## src/rtl/bloom_lookup_sched.sv

```systemverilog
// Round-robin scheduler for the shared Bloom-filter lookup engine.
// Also owns the BRAM write port for rule programming and table clear.
module bloom_lookup_sched #(
  parameter int NREQ    = 2,
  parameter int ADDR_W  = 3,
  parameter int TIMEOUT = 64
) (
  input  logic                  clk,
  input  logic                  reset,
  input  logic [NREQ-1:0]       req_valid,
  input  logic [NREQ*104-1:0]   req_tuple,
  output logic [NREQ-1:0]       req_ready,
  output logic [NREQ-1:0]       rsp_valid,
  output logic                  rsp_hit,
  output logic                  rsp_err,
  input  logic                  eng_ready,
  output logic                  eng_start,
  output logic [103:0]          eng_tuple,
  input  logic                  eng_res_valid,
  input  logic                  eng_res,
  output logic                  eng_res_ack,
  input  logic                  cfg_valid,
  input  logic [ADDR_W-1:0]     cfg_addr,
  input  logic                  cfg_data,
  output logic                  cfg_ready,
  input  logic                  clear_start,
  output logic                  clear_done,
  output logic                  bram_we,
  output logic [ADDR_W-1:0]     bram_addr,
  output logic                  bram_din,
  output logic                  busy
);

  localparam int PW = (NREQ > 1) ? $clog2(NREQ) : 1;
  localparam int TW = (TIMEOUT > 1) ? $clog2(TIMEOUT) : 1;

  typedef enum logic [1:0] {
    IDLE,
    WAIT_RES,
    CLEAR
  } state_t;

  state_t state, state_n;

  logic [PW-1:0]     rr_ptr;
  logic [PW-1:0]     owner;
  logic [PW-1:0]     win;
  logic [PW-1:0]     win_nxt;
  logic              win_ok;
  logic [103:0]      sel;
  logic [103:0]      tuple_q;
  logic [TW-1:0]     timer;
  logic [ADDR_W-1:0] clr_addr;
  logic              clear_pend;

  logic is_idle;
  logic do_clr;
  logic do_cfg;
  logic do_grant;
  logic res_now;
  logic tmo_now;
  logic clr_last;

  // cyclic search for the first valid requester at or after rr_ptr
  always_comb begin
    win    = '0;
    win_ok = 1'b0;
    for (int i = 0; i < NREQ; i++) begin
      if (!win_ok && req_valid[i] && PW'(i) >= rr_ptr) begin
        win_ok = 1'b1;
        win    = PW'(i);
      end
    end
    for (int i = 0; i < NREQ; i++) begin
      if (!win_ok && req_valid[i]) begin
        win_ok = 1'b1;
        win    = PW'(i);
      end
    end
  end

  // tuple mux for the winner and the pointer that follows it
  always_comb begin
    sel = '0;
    for (int i = 0; i < NREQ; i++) begin
      if (PW'(i) == win) sel = req_tuple[104*i +: 104];
    end
    win_nxt = (win == PW'(NREQ - 1)) ? '0 : win + 1'b1;
  end

  // action decode; management traffic outranks lookups in IDLE
  always_comb begin
    is_idle  = (state == IDLE);
    do_clr   = is_idle && clear_pend;
    do_cfg   = is_idle && !clear_pend && cfg_valid;
    do_grant = is_idle && !clear_pend && !cfg_valid
               && eng_ready && win_ok;
    res_now  = (state == WAIT_RES) && eng_res_valid;
    tmo_now  = (state == WAIT_RES) && !eng_res_valid
               && (timer == TW'(TIMEOUT - 1));
    clr_last = (state == CLEAR) && (clr_addr == '1);
  end

  // state register
  always_ff @(posedge clk) begin
    if (reset) state <= IDLE;
    else       state <= state_n;
  end

  // next-state logic
  always_comb begin
    state_n = state;
    unique case (state)
      IDLE: begin
        if (do_clr)        state_n = CLEAR;
        else if (do_grant) state_n = WAIT_RES;
      end
      WAIT_RES: begin
        if (res_now || tmo_now) state_n = IDLE;
      end
      CLEAR: begin
        if (clr_last) state_n = IDLE;
      end
      default: state_n = IDLE;
    endcase
  end

  // strobes and BRAM port, all combinational from state and inputs
  always_comb begin
    req_ready   = '0;
    rsp_valid   = '0;
    rsp_hit     = 1'b0;
    rsp_err     = 1'b0;
    eng_start   = 1'b0;
    eng_tuple   = tuple_q;
    eng_res_ack = 1'b0;
    cfg_ready   = 1'b0;
    clear_done  = 1'b0;
    bram_we     = 1'b0;
    bram_addr   = '0;
    bram_din    = 1'b0;
    busy        = (state != IDLE) || clear_pend;
    unique case (state)
      IDLE: begin
        // a late result after a timeout is drained and dropped
        eng_res_ack = eng_res_valid;
        unique case (1'b1)
          do_cfg: begin
            cfg_ready = 1'b1;
            bram_we   = 1'b1;
            bram_addr = cfg_addr;
            bram_din  = cfg_data;
          end
          do_grant: begin
            req_ready = NREQ'(1) << win;
            eng_start = 1'b1;
            eng_tuple = sel;
          end
          default: ;
        endcase
      end
      WAIT_RES: begin
        if (res_now) begin
          eng_res_ack = 1'b1;
          rsp_valid   = NREQ'(1) << owner;
          rsp_hit     = eng_res;
        end else if (tmo_now) begin
          rsp_valid = NREQ'(1) << owner;
          rsp_err   = 1'b1;
        end
      end
      CLEAR: begin
        bram_we    = 1'b1;
        bram_addr  = clr_addr;
        clear_done = clr_last;
      end
      default: ;
    endcase
  end

  // datapath registers: arbitration, ownership, timer, clear walk
  always_ff @(posedge clk) begin
    if (reset) begin
      rr_ptr     <= '0;
      owner      <= '0;
      timer      <= '0;
      clr_addr   <= '0;
      clear_pend <= 1'b0;
      tuple_q    <= '0;
    end else begin
      if (clear_start)  clear_pend <= 1'b1;
      else if (do_clr)  clear_pend <= 1'b0;
      if (do_clr)              clr_addr <= '0;
      else if (state == CLEAR) clr_addr <= clr_addr + 1'b1;
      if (do_grant) begin
        owner   <= win;
        timer   <= '0;
        rr_ptr  <= win_nxt;
        tuple_q <= sel;
      end else if (state == WAIT_RES) begin
        timer <= timer + 1'b1;
      end
    end
  end

endmodule

```

## config.mk

```make
export PLATFORM = sky130hd
export DESIGN_NAME = bloom_lookup_sched
export DESIGN_NICKNAME = d
export VERILOG_FILES = /design/src/rtl/bloom_lookup_sched.sv
export SDC_FILE = /design/constraint.sdc
export NUM_CORES = 1
export LEC_CHECK = 0
export ABC_AREA = 1
export ABC_CLOCK_PERIOD_IN_PS = 2000
export BUFFER_PORTS_ARGS = -buffer_cell sky130_fd_sc_hd__buf_4
export CAP_MARGIN = 20
export CORE_AREA = 2 2 133 135
export DETAILED_ROUTE_END_ITERATION = 10
export DIE_AREA = 0 0 135 137
export PLACE_DENSITY = 0.66
export RECOVER_POWER = 25
export REMOVE_ABC_BUFFERS = 1
export SYNTH_ARGS = -nofsm -noshare
export SYNTH_HDL_FRONTEND = slang
export SYNTH_SLANG_ARGS = --single-unit
export TNS_END_PERCENT = 100
```

## constraint.sdc

```tcl
create_clock -name clk -period 2 [get_ports clk]
set_input_delay 0 -clock clk [delete_from_list [all_inputs] [get_ports clk]]
set_output_delay 0 -clock clk [all_outputs]
set_load 0.005 [all_outputs]
```

==> reports/metrics.cfg <==
[clock_tree]
clock_tree.root_cell=clkbuf_16
numCtsBuffers=17
cts_buffer_depth=2
cts_tree=done
clock_latency_ns=0.41
cts_sinks=118
path_clk_slew_ns=0.06
h-tree-depth=4

[placement]
gp_congestion=0.7614
hpwl_mm=14.33
preCtsSetupSlack_ns=0.5787
placement.io_buffers=340
placed_cell_area_um2=8742

[cells_and_area]
final_area_um2=11790
final_util_pct=69.11
nNetsFinal=1764
n_antenna_cell=0
area_growth_pct=96.11
drive_above_1_share_pct=26.92

[synth]
synth-compound-area-share_pct=10.39
synth-async-reset-ratio_pct=0
seq_area_frac_synth_pct=39.30
synthAdderAreaFrac_pct=0.6245
yosysUniqueCellTypes=22
synth-xor-area-share_pct=0.2914
syn-instance-count=1003
synth_area_um2=6011
synth_flop_cell=dfxtp_1
synthSimpleGateAreaFrac_pct=42.99
yosysTopAreaCell=nand2_1
synth_top_area_share_pct=40.59
postSynthAreaPerCell_um2=5.993
synth_mux_area_share_pct=0
synth_edf_count=0
synth_top_family_by_area=simple AND/OR/NAND/NOR gates
synth_area_leaders=nand2_1, dfxtp_1, a21oi_1
yosys_warnings=0
ys_ff_latch=118

[min_path]
hold_path.class=primary input to flop

[sta]
fin_crit_ns=1.976
finalHoldViolations=0
tightest_slew_ns=0.3111
max-slew-margin-rel_pct=79.26
setup_tns_ns=0
fin_skew_ns=0.006944
rsz0062_at_grt=yes
fin_crit_sh_pct=98.78
worst_slack_ns=0.02447
drv_slew=0
timing.fmax_ghz=0.5062
setup_violations=0

[route]
antenna_left=0
wire_per_inst_um=14.81
viasPerCell=4.732
dr.pass1.iters=5
routed_wl_mm=26.33
num_vias=8414
drc=0
drt_iter0_drc=370

[global_routing]
grt_util_all_layers_pct=24.28
first_global_vias=7897
gr-total-overflow=0
grt_max_degree=106
antenna_found_initial=0
grt_pass1_wl_mm=36.20

[die]
die_y_um=137
fp.dieW_um=135
die_area_um2=18500
num_rows=48
core_area_um2=17060
start_util_pct=35.24
io_pins=341

[pwr]
leakagePower_nw=5.982
power.density_nw_per_um2=628.6
vdd_ir_drop_max_mv=0.5444

[worst_setup_path]
critPathLaunchType=flop
critPathMaxFanout=26
crit_arrival_ns=2.31
crit_chain=inv_2, nand2_2, inv_2, nand2_2, nor2_4, buf_12, clkbuf_16, nand2_1, dlygate4sd3_1, a21oi_1
critPathSlowestCell=dlygate4sd3_1
crit_type=flop to flop
end_kind=flop
slowest_delay_ns=0.58
cp.required_ns=2.34

[run]
cap_violations=0

[status]
status=complete, no violations

==> layout by cell type, fill, tap and decap left out, types with 8 or more instances in the layout <==
master          netlist  layout
nand2_1             650     650
dlymetal6s4s_1        0       8
a21oi_2               0      13
dfxtp_1             118     116
dlygate4sd3_1         0     203
clkbuf_16             0      24
buf_4                11     346
nor2_1               19      19
a21oi_1             114     101
inv_1                15      15
==> Yosys cell counts (2+ instances only) <==
cell type,n
a21oi_1,114
a22o_1,2
buf_2,26
buf_4,11
buf_6,3
clkbuf_1,17
dfxtp_1,118
ha_1,3
inv_1,15
inv_2,5
nand2_1,650
nand2_2,2
nand3_1,6
nand4_1,2
nor2_1,19
o21ai_0,4
==> metrics by stage <==
stage,hold slack (ns),total power [W],instances
6_report,0.02974,0.007409,1778
4_1_cts,0.001085,0.007307,1765
2_1_floorplan,0.06907,0.003061,946
3_3_place_gp,0.2143,0.003851,1522
3_5_place_dp,0.2596,0.003855,1522
5_1_grt,0.01801,0.007706,1778
==> logic make-up after synthesis <==
kind of cell               count (synthesis)
adders and majority gates                  3
buffers and inverters                     77
AOI/OAI and AO/OA                        122
and+or+nand+nor                          681
DFF                                      118
xor gates and xnor gates                   2
==> per-layer routing <==
layer | vias up | track usage, % | routed length, um
li1 | 4190 | - | -
met1 | 3800 | 26.33 | 10370
met2 | 350 | 44.13 | 12970
met3 | 74 | 6.741 | 2065
met4 | 0 | 10.82 | 918
met5 | - | 0 | 0
==> flip-flops by register name, indices dropped and copies added (netlist names) <==
register,count
tuple_q,104
timer,6
clr_addr,3
state,2
clear_pend,1
owner,1
rr_ptr,1
==> layout make-up <==
type | instances | area [um^2]
Fill cell | 1382 | 5269
Tap cell | 225 | 281.5
Clock buffer | 22 | 454.2
Inverter | 20 | 75.07
Multi-Input combinational cell | 808 | 3337
Timing Repair Buffer | 575 | 5122
Clock inverter | 10 | 152.6
Sequential cell | 118 | 2365
==> path summary, 6_finish.rpt <==
kind	from	to	slack (ns)	cells past startpoint
max	state[1]$_SDFFE_PP0P_	tuple_q[83]$_SDFF_PP0_	0.02	10
min	req_tuple[166]	tuple_q[62]$_SDFF_PP0_	0.03	5
min reg2reg	tuple_q[70]$_SDFF_PP0_	tuple_q[70]$_SDFF_PP0_	0.47	2
max reg2reg	state[1]$_SDFFE_PP0P_	tuple_q[83]$_SDFF_PP0_	0.02	10
==> timing repair <==
action | 4_1_cts | 5_1_grt
resized for setup | 0 | 31
hold buffers | 211 | 0
hold endpoints to repair | 107 | 0
setup endpoints to repair | 0 | 103
buffers inserted | 0 | 5
==> critical path, delay by kind of cell (launching register included) <==
family / cells / cell delay (ns)
buffers and inverters: 5 / 1.09
AND/OR/NAND/NOR: 4 / 0.36
flip-flops: 1 / 0.33
AO/OA/AOI/OAI: 1 / 0.13
==> power by group <==
group	total, W	internal [W]	leakage (nW)	switching (W)
Clock	0.00319	0.00211	0.298	0.00108
Sequential	0.00247	0.00244	0.958	0.0000290
Combinational	0.00175	0.000965	4.73	0.000786
Note: power is estimated with default switching activity, not from simulation.
